==> config.mk <==
export PLATFORM = sky130hd
export DESIGN_NAME = serial_paralelo
export DESIGN_NICKNAME = d
export VERILOG_FILES = /design/src/rtl/serial_paralelo.sv
export SDC_FILE = /design/constraint.sdc
export NUM_CORES = 1
export LEC_CHECK = 0
export CAP_MARGIN = 10
export CORE_MARGIN = 8
export CORE_UTILIZATION = 55
export CTS_BUF_LIST = sky130_fd_sc_hd__clkbuf_4 sky130_fd_sc_hd__clkbuf_8 sky130_fd_sc_hd__clkbuf_16
export CTS_CLUSTER_SIZE = 28
export DETAILED_ROUTE_END_ITERATION = 8
export PLACE_DENSITY = 0.8
export SKIP_CTS_REPAIR_TIMING = 1
export SYNTH_ARGS = -nofsm -noshare
export SYNTH_HDL_FRONTEND = slang
export SYNTH_SLANG_ARGS = --single-unit
==> constraint.sdc <==
create_clock -name clk_32f -period 3.2 [get_ports clk_32f]
set_clock_uncertainty 0.05 [all_clocks]
set_input_delay 0.64 -clock clk_32f [delete_from_list [all_inputs] [get_ports clk_32f]]
set_output_delay 0.64 -clock clk_32f [all_outputs]
set_load 0.02 [all_outputs]
==> src/rtl/serial_paralelo.sv <==
// Serial-to-parallel lane receiver: COM (0xBC) byte alignment, run-length lock, byte strobe.
// Optional SP_LOCK_LOSS_EN: drop ACTIVE and realign after two misaligned COMs.
module serial_paralelo #(
    parameter logic [7:0]  COM       = 8'hBC,
    parameter int unsigned COM_COUNT = 4
) (
    input  logic       clk_32f,
    input  logic       reset,
    input  logic       data_in,
    output logic [7:0] data_out,
    output logic       valid_out,
    output logic       active
);

    typedef enum logic {
        INACTIVE = 1'b0,
        ACTIVE   = 1'b1
    } state_t;

    localparam logic [2:0] COM_TARGET = 3'(COM_COUNT);

    state_t     state;
    state_t     state_n;
    logic [7:0] sr;
    logic [2:0] bit_cnt;
    logic [2:0] bit_cnt_n;
    logic [2:0] com_cnt;
    logic [2:0] com_cnt_n;
    logic [7:0] data_n;
    logic       valid_n;
    logic       boundary;
    logic       is_com;

`ifdef SP_LOCK_LOSS_EN
    logic [1:0] slip_cnt;
    logic [1:0] slip_cnt_n;
`endif

    assign boundary = (bit_cnt == 3'd7);
    assign is_com   = (sr == COM);
    assign active   = (state == ACTIVE);

    always_ff @(posedge clk_32f) begin
        if (reset) begin
            state     <= INACTIVE;
            sr        <= 8'h00;
            bit_cnt   <= 3'd0;
            com_cnt   <= 3'd0;
            data_out  <= 8'h00;
            valid_out <= 1'b0;
`ifdef SP_LOCK_LOSS_EN
            slip_cnt  <= 2'd0;
`endif
        end else begin
            state     <= state_n;
            sr        <= {sr[6:0], data_in};
            bit_cnt   <= bit_cnt_n;
            com_cnt   <= com_cnt_n;
            data_out  <= data_n;
            valid_out <= valid_n;
`ifdef SP_LOCK_LOSS_EN
            slip_cnt  <= slip_cnt_n;
`endif
        end
    end

    always_comb begin
        state_n    = state;
        bit_cnt_n  = bit_cnt + 3'd1;
        com_cnt_n  = com_cnt;
        data_n     = data_out;
        valid_n    = 1'b0;
`ifdef SP_LOCK_LOSS_EN
        slip_cnt_n = slip_cnt;
`endif
        if (state == INACTIVE) begin
            if (com_cnt == 3'd0) begin
                // Hunting: any bit offset may hold the COM; restart the byte phase on it.
                if (is_com) begin
                    bit_cnt_n = 3'd0;
                    com_cnt_n = 3'd1;
                    if (COM_TARGET == 3'd1) begin
                        state_n = ACTIVE;
                    end
                end
            end else if (boundary) begin
                if (is_com) begin
                    com_cnt_n = com_cnt + 3'd1;
                    if (com_cnt + 3'd1 == COM_TARGET) begin
                        state_n = ACTIVE;
                    end
                end else begin
                    com_cnt_n = 3'd0;
                end
            end
        end else begin
            if (boundary) begin
                data_n  = sr;
                valid_n = !is_com;
`ifdef SP_LOCK_LOSS_EN
                if (is_com) begin
                    slip_cnt_n = 2'd0;
                end
            end else if (is_com) begin
                // A second COM at a foreign offset means the lane slipped; lock onto it.
                if (slip_cnt != 2'd0) begin
                    state_n    = (COM_TARGET == 3'd1) ? ACTIVE : INACTIVE;
                    bit_cnt_n  = 3'd0;
                    com_cnt_n  = 3'd1;
                    slip_cnt_n = 2'd0;
                end else begin
                    slip_cnt_n = slip_cnt + 2'd1;
                end
`endif
            end
        end
    end

endmodule

==> results of run 1 <==
-- registers in the layout, summed over array words and instances, names as in the netlist --
signal     flops
active         1
bit_cnt        3
com_cnt        3
data_out       8
sr             8
valid_out      1
-- cell families after synthesis --
group	Yosys count	synth area share
and+or+nand+nor	43	0.2711
AOI/OAI and AO/OA	15	0.1034
DFF	24	0.5154
adders and majority gates	5	0.06711
buffers and inverters	9	0.04295
-- cell usage in the layout (no fill, tap or decap) --
cell type	count
nand2b_1	2
nor3_1	2
nor3b_1	1
bufinv_16	1
inv_1	5
and2_2	1
a31oi_1	2
nor2b_1	9
clkdlybuf4s50_1	12
buf_4	1
ha_1	5
a21oi_1	9
a311oi_1	1
dfxtp_1	24
nor2b_2	1
nand3_1	8
and4bb_4	1
clkbuf_4	3
a32o_1	1
nand4_1	1
and4b_4	1
o21a_1	1
nand2_1	12
and4b_1	1
a31oi_2	1
and2_1	3
-- stage by stage --
| stage | std cells | area [sq um] | utilization | hold WS [ps] |
|---|---|---|---|---|
| finish | 126 | 1112 | 0.6735 | 386.8 |
| global placement | 122 | 1060 | 0.6417 | 357.9 |
| global route | 126 | 1112 | 0.6735 | 425.7 |
| detailed placement | 122 | 1060 | 0.6417 | 360.5 |
| floorplan | 96 | 932.1 | - | 348.4 |
| CTS | 126 | 1112 | 0.6735 | 386.0 |
-- routing by layer --
layer | global-route usage | up-vias | share of wire
met5 | 0 | - | 0
met4 | 0.05034 | 0 | 0.016
met3 | 0.03769 | 2 | 0.050
met2 | 0.1690 | 10 | 0.48
met1 | 0.1302 | 283 | 0.45
li1 | - | 350 | -
-- power by group through the flow --
stage	clock network [mW]	logic, mW	registers (mW)
after detailed placement	0	0.0149	0.313
after floorplan	0	0.0100	0.312
after global placement	0	0.0144	0.313
after CTS	0.220	0.0150	0.307
after global routing	0.227	0.0171	0.308
final	0.212	0.0148	0.307
-- final timing paths --
kind               from         end  slack (ps)
max reg2reg  bit_cnt[0]  com_cnt[1]        1580
min reg2reg  bit_cnt[0]  bit_cnt[0]         390
max              active      active         930
min          bit_cnt[0]  bit_cnt[0]         390
-- area by class of cell --
cell class                      instances  area [sq um]  area share
Clock buffer                            3         22.52     0.02025
Clock inverter                          1         30.03     0.02700
Inverter                                5         18.77     0.01687
Multi-Input combinational cell         63         411.6      0.3701
Sequential cell                        24         480.5      0.4319
Tap cell                               17         21.27     0.01912
Timing Repair Buffer                   13         127.6      0.1147
==> impl_metrics.json, run 1 <==
{
  "status": "finished clean",
  "cp_num_buf_inv": 1,
  "end_kind": "output pin",
  "critPathMaxStageDelay_ps": 690,
  "synth-seq-area-share": 0.5154,
  "die-area_sq_mm": 0.003268,
  "seqPwrFrac": 0.576,
  "relSlewSlack": 0.7044,
  "synthArstFlopShare": 0,
  "comb_power_share": 0.028,
  "rr_worst_depth": 5,
  "drtIter0Drc": 10,
  "cp.depth": 1,
  "tightest_slew_ps": 443.4,
  "h-tree-depth": 1,
  "row_count": 15,
  "holdCritPathClass": "register to register",
  "wl_um": 1649,
  "syn_nets": 104,
  "switchingPower_mw": 0.09535,
  "report.final.hold_viol_count": 0,
  "netlist_area_sq_um": 932.1,
  "grt_pass1_wl_um": 2863,
  "drv_slew": 0,
  "crit_path_cell_trace": "clkdlybuf4s50_1",
  "p_int_mw": 0.4378,
  "synth-main-ff-cell": "dfxtp_1",
  "clk_pin_slew_worst_paths_ps": 120,
  "cp.required_ps": 2510,
  "p_sw_frac": 0.1789,
  "power_mw": 0.5331,
  "die_h_um": 57.17,
  "startpoint_type": "register",
  "finalSetupViolCount": 0,
  "p_leak_nw": 0.4112,
  "io_pins": 13,
  "worstPathArrival_ps": 1580,
  "fill_cells": 140,
  "ant_nets": 0,
  "yosys.area.top_type": "dfxtp_1",
  "critPathTopFamily": "buffers and inverters",
  "synth_seq_cells": 24,
  "drv_cap": 0,
  "route.detailed.drc": 0,
  "synth_edf_count": 0,
  "overflow": 0,
  "fmax_ghz": 0.4407,
  "antenna_found_initial": 0,
  "yosys_warnings": 0,
  "synth_top_area_share": 0.5154,
  "via_count": 645,
  "peakVddDrop_mv": 0.3035,
  "start_util": 0.5644,
  "cts_tree": "done",
  "syn_inst": 96,
  "synth_commonest_cells": "24 x dfxtp_1, 12 x nand2_1, 9 x a21oi_1, 9 x nor2b_1, 8 x nand3_1",
  "setup.worst_path.class": "register to output pin",
  "areaGrowthSynthToFinish_pct": 19.33,
  "port_buffers": 12,
  "avgSynthCellArea_sq_um": 9.710,
  "numClockSinks": 24,
  "die_x_um": 57.17,
  "hold_depth": 1,
  "clockBufferDepth": 2,
  "min_period_ps": 2269,
  "finalCritPeriodShare": 0.7091,
  "rsz0062_at_grt": "no",
  "gp_congestion": 0.8184,
  "first_global_vias": 643,
  "cts-root-buf": "clkbuf_4",
  "cpMaxStageDelayCell": "clkdlybuf4s50_1",
  "place_ws_ps": 1234,
  "fin_setup_tns_ps": 0,
  "first_pass_iters": 4,
  "dp_hpwl_um": 1245,
  "crit_fanout": 14,
  "p_per_area_mw_per_mm2": 479.3,
  "diodes": 0,
  "fin_nets": 118,
  "track_usage": 0.1086,
  "wl_per_cell_um": 13.09,
  "clkPwrFrac": 0.397,
  "synth.area.top_cells": "dfxtp_1 52%, ha_1 6.7%, nor2b_1 6.0%",
  "cts_buffers": 3,
  "worstSkewPairLatency_ps": 300,
  "coreArea_sq_mm": 0.001652,
  "yosysMostFrequentCell": "dfxtp_1",
  "yosysUniqueCellTypes": 25,
  "grt_max_degree": 15,
  "drive_above_1_share": 0.09174,
  "vias_per_cell": 5.119,
  "finalWorstSetupSlack_ps": 930.9
}
(Power assumes the default switching activity.)
==> run 2, diff against run 1 <==
Settings changed: CORE_UTILIZATION 55 to 46, PLACE_DENSITY 0.8 to 0.72.
Clock period 3.2 ns to 1.8 ns, I/O delays scaled along.
==> run 2 against run 1 <==
Setup slack got worse by 830 ps. Sequential power increased by 78%. First-iteration DRC count increased by 30%. Power increased by 80%. Largest cell class unchanged. Largest power group unchanged.
==> impl_metrics.json, run 2 (synthesis gave the netlist of run 1 again) <==
{
  "die_h_um": 61.02,
  "utilization": 0.5870,
  "h-tree-depth": 1,
  "ant_nets": 0,
  "gp_congestion": 0.8928,
  "fin_nets": 120,
  "wl_per_cell_um": 12.29,
  "power_mw": 0.9584,
  "min_period_ps": 1694,
  "route.detailed.drc": 0,
  "overflow": 0,
  "fill_cells": 178,
  "postLayoutCellArea_sq_mm": 0.001140,
  "via_count": 693,
  "cts-root-buf": "clkbuf_4",
  "relSlewSlack": 0.7300,
  "report.final.hold_viol_count": 0,
  "dp_hpwl_um": 1280,
  "startpoint_type": "register",
  "track_usage": 0.1029,
  "worstSkewPairLatency_ps": 310,
  "status": "finished clean",
  "coreArea_sq_mm": 0.001942,
  "peakVddDrop_mv": 0.4903,
  "io_pins": 13,
  "cts_tree": "done",
  "reg_top3": "data_out: 8 flops, sr: 8 flops",
  "wl_um": 1696,
  "worstPathArrival_ps": 1280,
  "clk_pin_slew_worst_paths_ps": 140,
  "final_common_cell": "dfxtp_1",
  "tightest_slew_ps": 405.0,
  "cp.required_ps": 1390,
  "finalSetupViolCount": 0,
  "setup.worst_path.class": "register to output pin",
  "crit_fanout": 2,
  "antenna_found_initial": 0,
  "finalCritPeriodShare": 0.9413,
  "critPathMaxStageDelay_ps": 610,
  "port_buffers": 12,
  "first_pass_iters": 4,
  "areaGrowthSynthToFinish_pct": 22.28,
  "layout_common_cells": "24 x dfxtp_1, 12 x nand2_1, 12 x clkdlybuf4s50_1",
  "cp_num_buf_inv": 1,
  "start_util": 0.4800,
  "grt_pass1_wl_um": 2884,
  "rsz0062_at_grt": "no",
  "multiInputGateArea_sq_um": 411.6,
  "seqCellArea_sq_um": 480.5,
  "p_per_area_mw_per_mm2": 840.8,
  "drive_above_1_share": 0.1081,
  "p_leak_nw": 0.4215,
  "fmax_ghz": 0.5902,
  "row_count": 16,
  "holdCritPathClass": "register to register",
  "end_kind": "output pin",
  "die_x_um": 61.02,
  "clockBufferDepth": 2,
  "drtIter0Drc": 13,
  "drv_cap": 0,
  "critPathTopFamily": "buffers and inverters",
  "cts_buffers": 3,
  "crit_path_cell_trace": "clkdlybuf4s50_1",
  "dpl_cell_area_sq_mm": 0.001087,
  "first_global_vias": 705,
  "fin_setup_tns_ps": 0,
  "drv_slew": 0,
  "vias_per_cell": 5.022,
  "die-area_sq_mm": 0.003723,
  "grt_max_degree": 15,
  "numClockSinks": 24,
  "cpMaxStageDelayCell": "clkdlybuf4s50_1",
  "diodes": 0
}
[run 2: area by class of cell]
cell class / count / area share
Inverter: 5 / 0.01647
Multi-Input combinational cell: 63 / 0.3611
Clock inverter: 1 / 0.02634
Sequential cell: 24 / 0.4215
Clock buffer: 3 / 0.01976
Tap cell: 27 / 0.02964
Timing Repair Buffer: 15 / 0.1251
[run 2: layer usage]
layer | up-vias | wire, um | track usage
li1 | 355 | - | -
met1 | 321 | 767 | 0.1150
met2 | 13 | 821 | 0.1780
met3 | 4 | 84 | 0.02505
met4 | 0 | 21 | 0.04983
met5 | - | 0 | 0
[run 2: worst paths after layout]
kind / start / endpoint / slack (ps) / cells past startpoint
hold reg to reg: bit_cnt[0] / bit_cnt[0] / 390 / 1
setup / recovery: data_out[1] / data_out[1] / 110 / 1
hold / removal: bit_cnt[0] / bit_cnt[0] / 390 / 1
setup reg to reg: bit_cnt[0] / com_cnt[1] / 210 / 5
[run 2: where the power goes]
group / internal, mW / leakage (nW) / switching [mW]
Clock: 0.225 / 0.0279 / 0.161
Sequential: 0.540 / 0.194 / 0.00469
Combinational: 0.0147 / 0.199 / 0.0127
Total: 0.780 / 0.421 / 0.178
[run 2: metrics by stage]
stage                     std cells  setup slack (ps)  hold WS, ps
after CTS                       138             88.00        386.8
after global placement          134             271.0        356.2
after floorplan                  96             443.8        348.4
after detailed placement        134             220.4        366.8
final                           138             105.6        385.3
after global routing            138             36.78        398.5
==> run 3, diff against run 2 <==
Clock period 1.8 ns to 1.4 ns, I/O delays scaled along.
==> run 3 against run 2 <==
Register-to-register slack lost 160 ps. Via count increased by 2.3%. Power is 28% higher.
==> impl_metrics.json, run 3 (synthesis gave the netlist of run 1 again) <==
{
  "status": "finished clean",
  "finalWorstSetupSlack_ps": 51.47,
  "start_util": 0.4800,
  "drive_above_1_share": 0.2155,
  "final_common_cell": "dfxtp_1",
  "r2r_start": "bit_cnt[0]",
  "drv_slew": 0,
  "die_x_um": 61.02,
  "dp_hpwl_um": 1323,
  "min-delay-start": "bit_cnt[0]",
  "track_usage": 0.1051,
  "drv_cap": 0,
  "coreArea_sq_mm": 0.001942,
  "route.detailed.drc": 0,
  "fmax_ghz": 0.7416,
  "cts_tree": "done",
  "relSlewSlack": 0.7841,
  "worstSetupStartpoint": "bit_cnt[0]",
  "via_count": 709,
  "worstSkewPairLatency_ps": 300,
  "finalCritPeriodShare": 0.9632,
  "overflow": 0,
  "utilization": 0.6488,
  "drtIter0Drc": 7,
  "grt_pass1_wl_um": 3022,
  "report.final.hold_viol_count": 0,
  "power_mw": 1.229,
  "dp.cells": 139,
  "row_count": 16,
  "rsz0062_at_grt": "no",
  "layout_common_cells": "22 x dfxtp_1, 12 x nand2_1, 10 x dlymetal6s2s_1",
  "reg_top3": "data_out: 8 flops, sr: 8 flops",
  "port_buffers": 12,
  "vias_per_cell": 4.958,
  "place_ws_ps": -46.31,
  "seqCellArea_sq_um": 483.0,
  "end_kind": "register",
  "die_h_um": 61.02,
  "clk_pin_slew_worst_paths_ps": 130,
  "whs_ps": 396.2,
  "fin_nets": 125,
  "fin_cells": 143,
  "die-area_sq_mm": 0.003723,
  "antenna_found_initial": 0,
  "holdCritPathClass": "register to register",
  "peakVddDrop_mv": 0.6800,
  "wl_um": 1795,
  "ant_nets": 0,
  "cp.required_ps": 1560,
  "crit_fanout": 4,
  "cp_num_buf_inv": 0,
  "io_pins": 13,
  "min_period_ps": 1349,
  "diodes": 0,
  "finalSetupViolCount": 0,
  "wl_per_cell_um": 12.55,
  "first_global_vias": 709,
  "setup.worst_path.class": "register to register",
  "tightest_slew_ps": 323.1,
  "h-tree-depth": 1,
  "first_pass_iters": 4,
  "grt_max_degree": 15,
  "worstPathArrival_ps": 1510,
  "critPathMaxStageDelay_ps": 360,
  "numClockSinks": 24,
  "multiInputGateArea_sq_um": 462.9,
  "startpoint_type": "register",
  "critPathTopFamily": "flip-flops",
  "p_per_area_mw_per_mm2": 975.4,
  "p_leak_nw": 0.6384,
  "clockBufferDepth": 2,
  "cpMaxStageDelayCell": "dfxtp_2",
  "crit_top_cell": "ha_4",
  "areaGrowthSynthToFinish_pct": 35.17,
  "crit_path_cell_trace": "ha_4 > ha_4 > nor2b_1 > and4b_1 > a32o_1",
  "cts_buffers": 3,
  "gp_congestion": 0.8056,
  "fill_cells": 164,
  "cts-root-buf": "clkbuf_4"
}
## run 3: changes by cell type in the layout (fill, tap and decap cells not counted), sizes merged
cell,change
clkdlybuf4s50,-10
dlymetal6s2s,+10
buf,+5
## run 3: area by class of cell
class | instances | share of cell area
clock buffers | 3 | 0.01787
multi-input cells | 63 | 0.3674
well taps | 27 | 0.02681
clock inverters | 1 | 0.02383
repair buffers | 20 | 0.1658
flip-flops and latches | 24 | 0.3833
inverters | 5 | 0.01490
## run 3: worst paths after layout
| check | end | slack [ps] | cells past startpoint |
|---|---|---|---|
| worst max-delay path | com_cnt[1] | 50 | 5 |
| worst min-delay path | bit_cnt[0] | 400 | 1 |
| worst max register to register | com_cnt[1] | 50 | 5 |
| worst min register to register | bit_cnt[0] | 400 | 1 |
## run 3: power by group
part	switching, mW	internal (mW)
clock	0.195	0.289
combinational	0.0186	0.0234
sequential	0.00833	0.695
## run 3: per-layer routing
metal	part of all wire	wire length [um]	vias to the layer above	global-route usage
li1	-	-	367	-
met1	0.46	825	332	0.1236
met2	0.50	901	8	0.1840
met3	0.031	55	2	0.02505
met4	0.0072	13	0	0.02990
met5	0	0	-	0
## run 3: through the flow
step / cell area, sq um / setup TNS, ps
5_1_grt: 1260 / 0
4_1_cts: 1177 / -2152
6_report: 1260 / 0
3_5_place_dp: 1125 / -54.54
2_1_floorplan: 932.1 / 0
3_3_place_gp: 1125 / 0
## run 3: worst register-to-register path, stage by stage, from the launching register on
cell and delay (ps):
dfxtp_2 360, ha_4 160, ha_4 170, nor2b_1 130
and4b_1 190, a32o_1 190
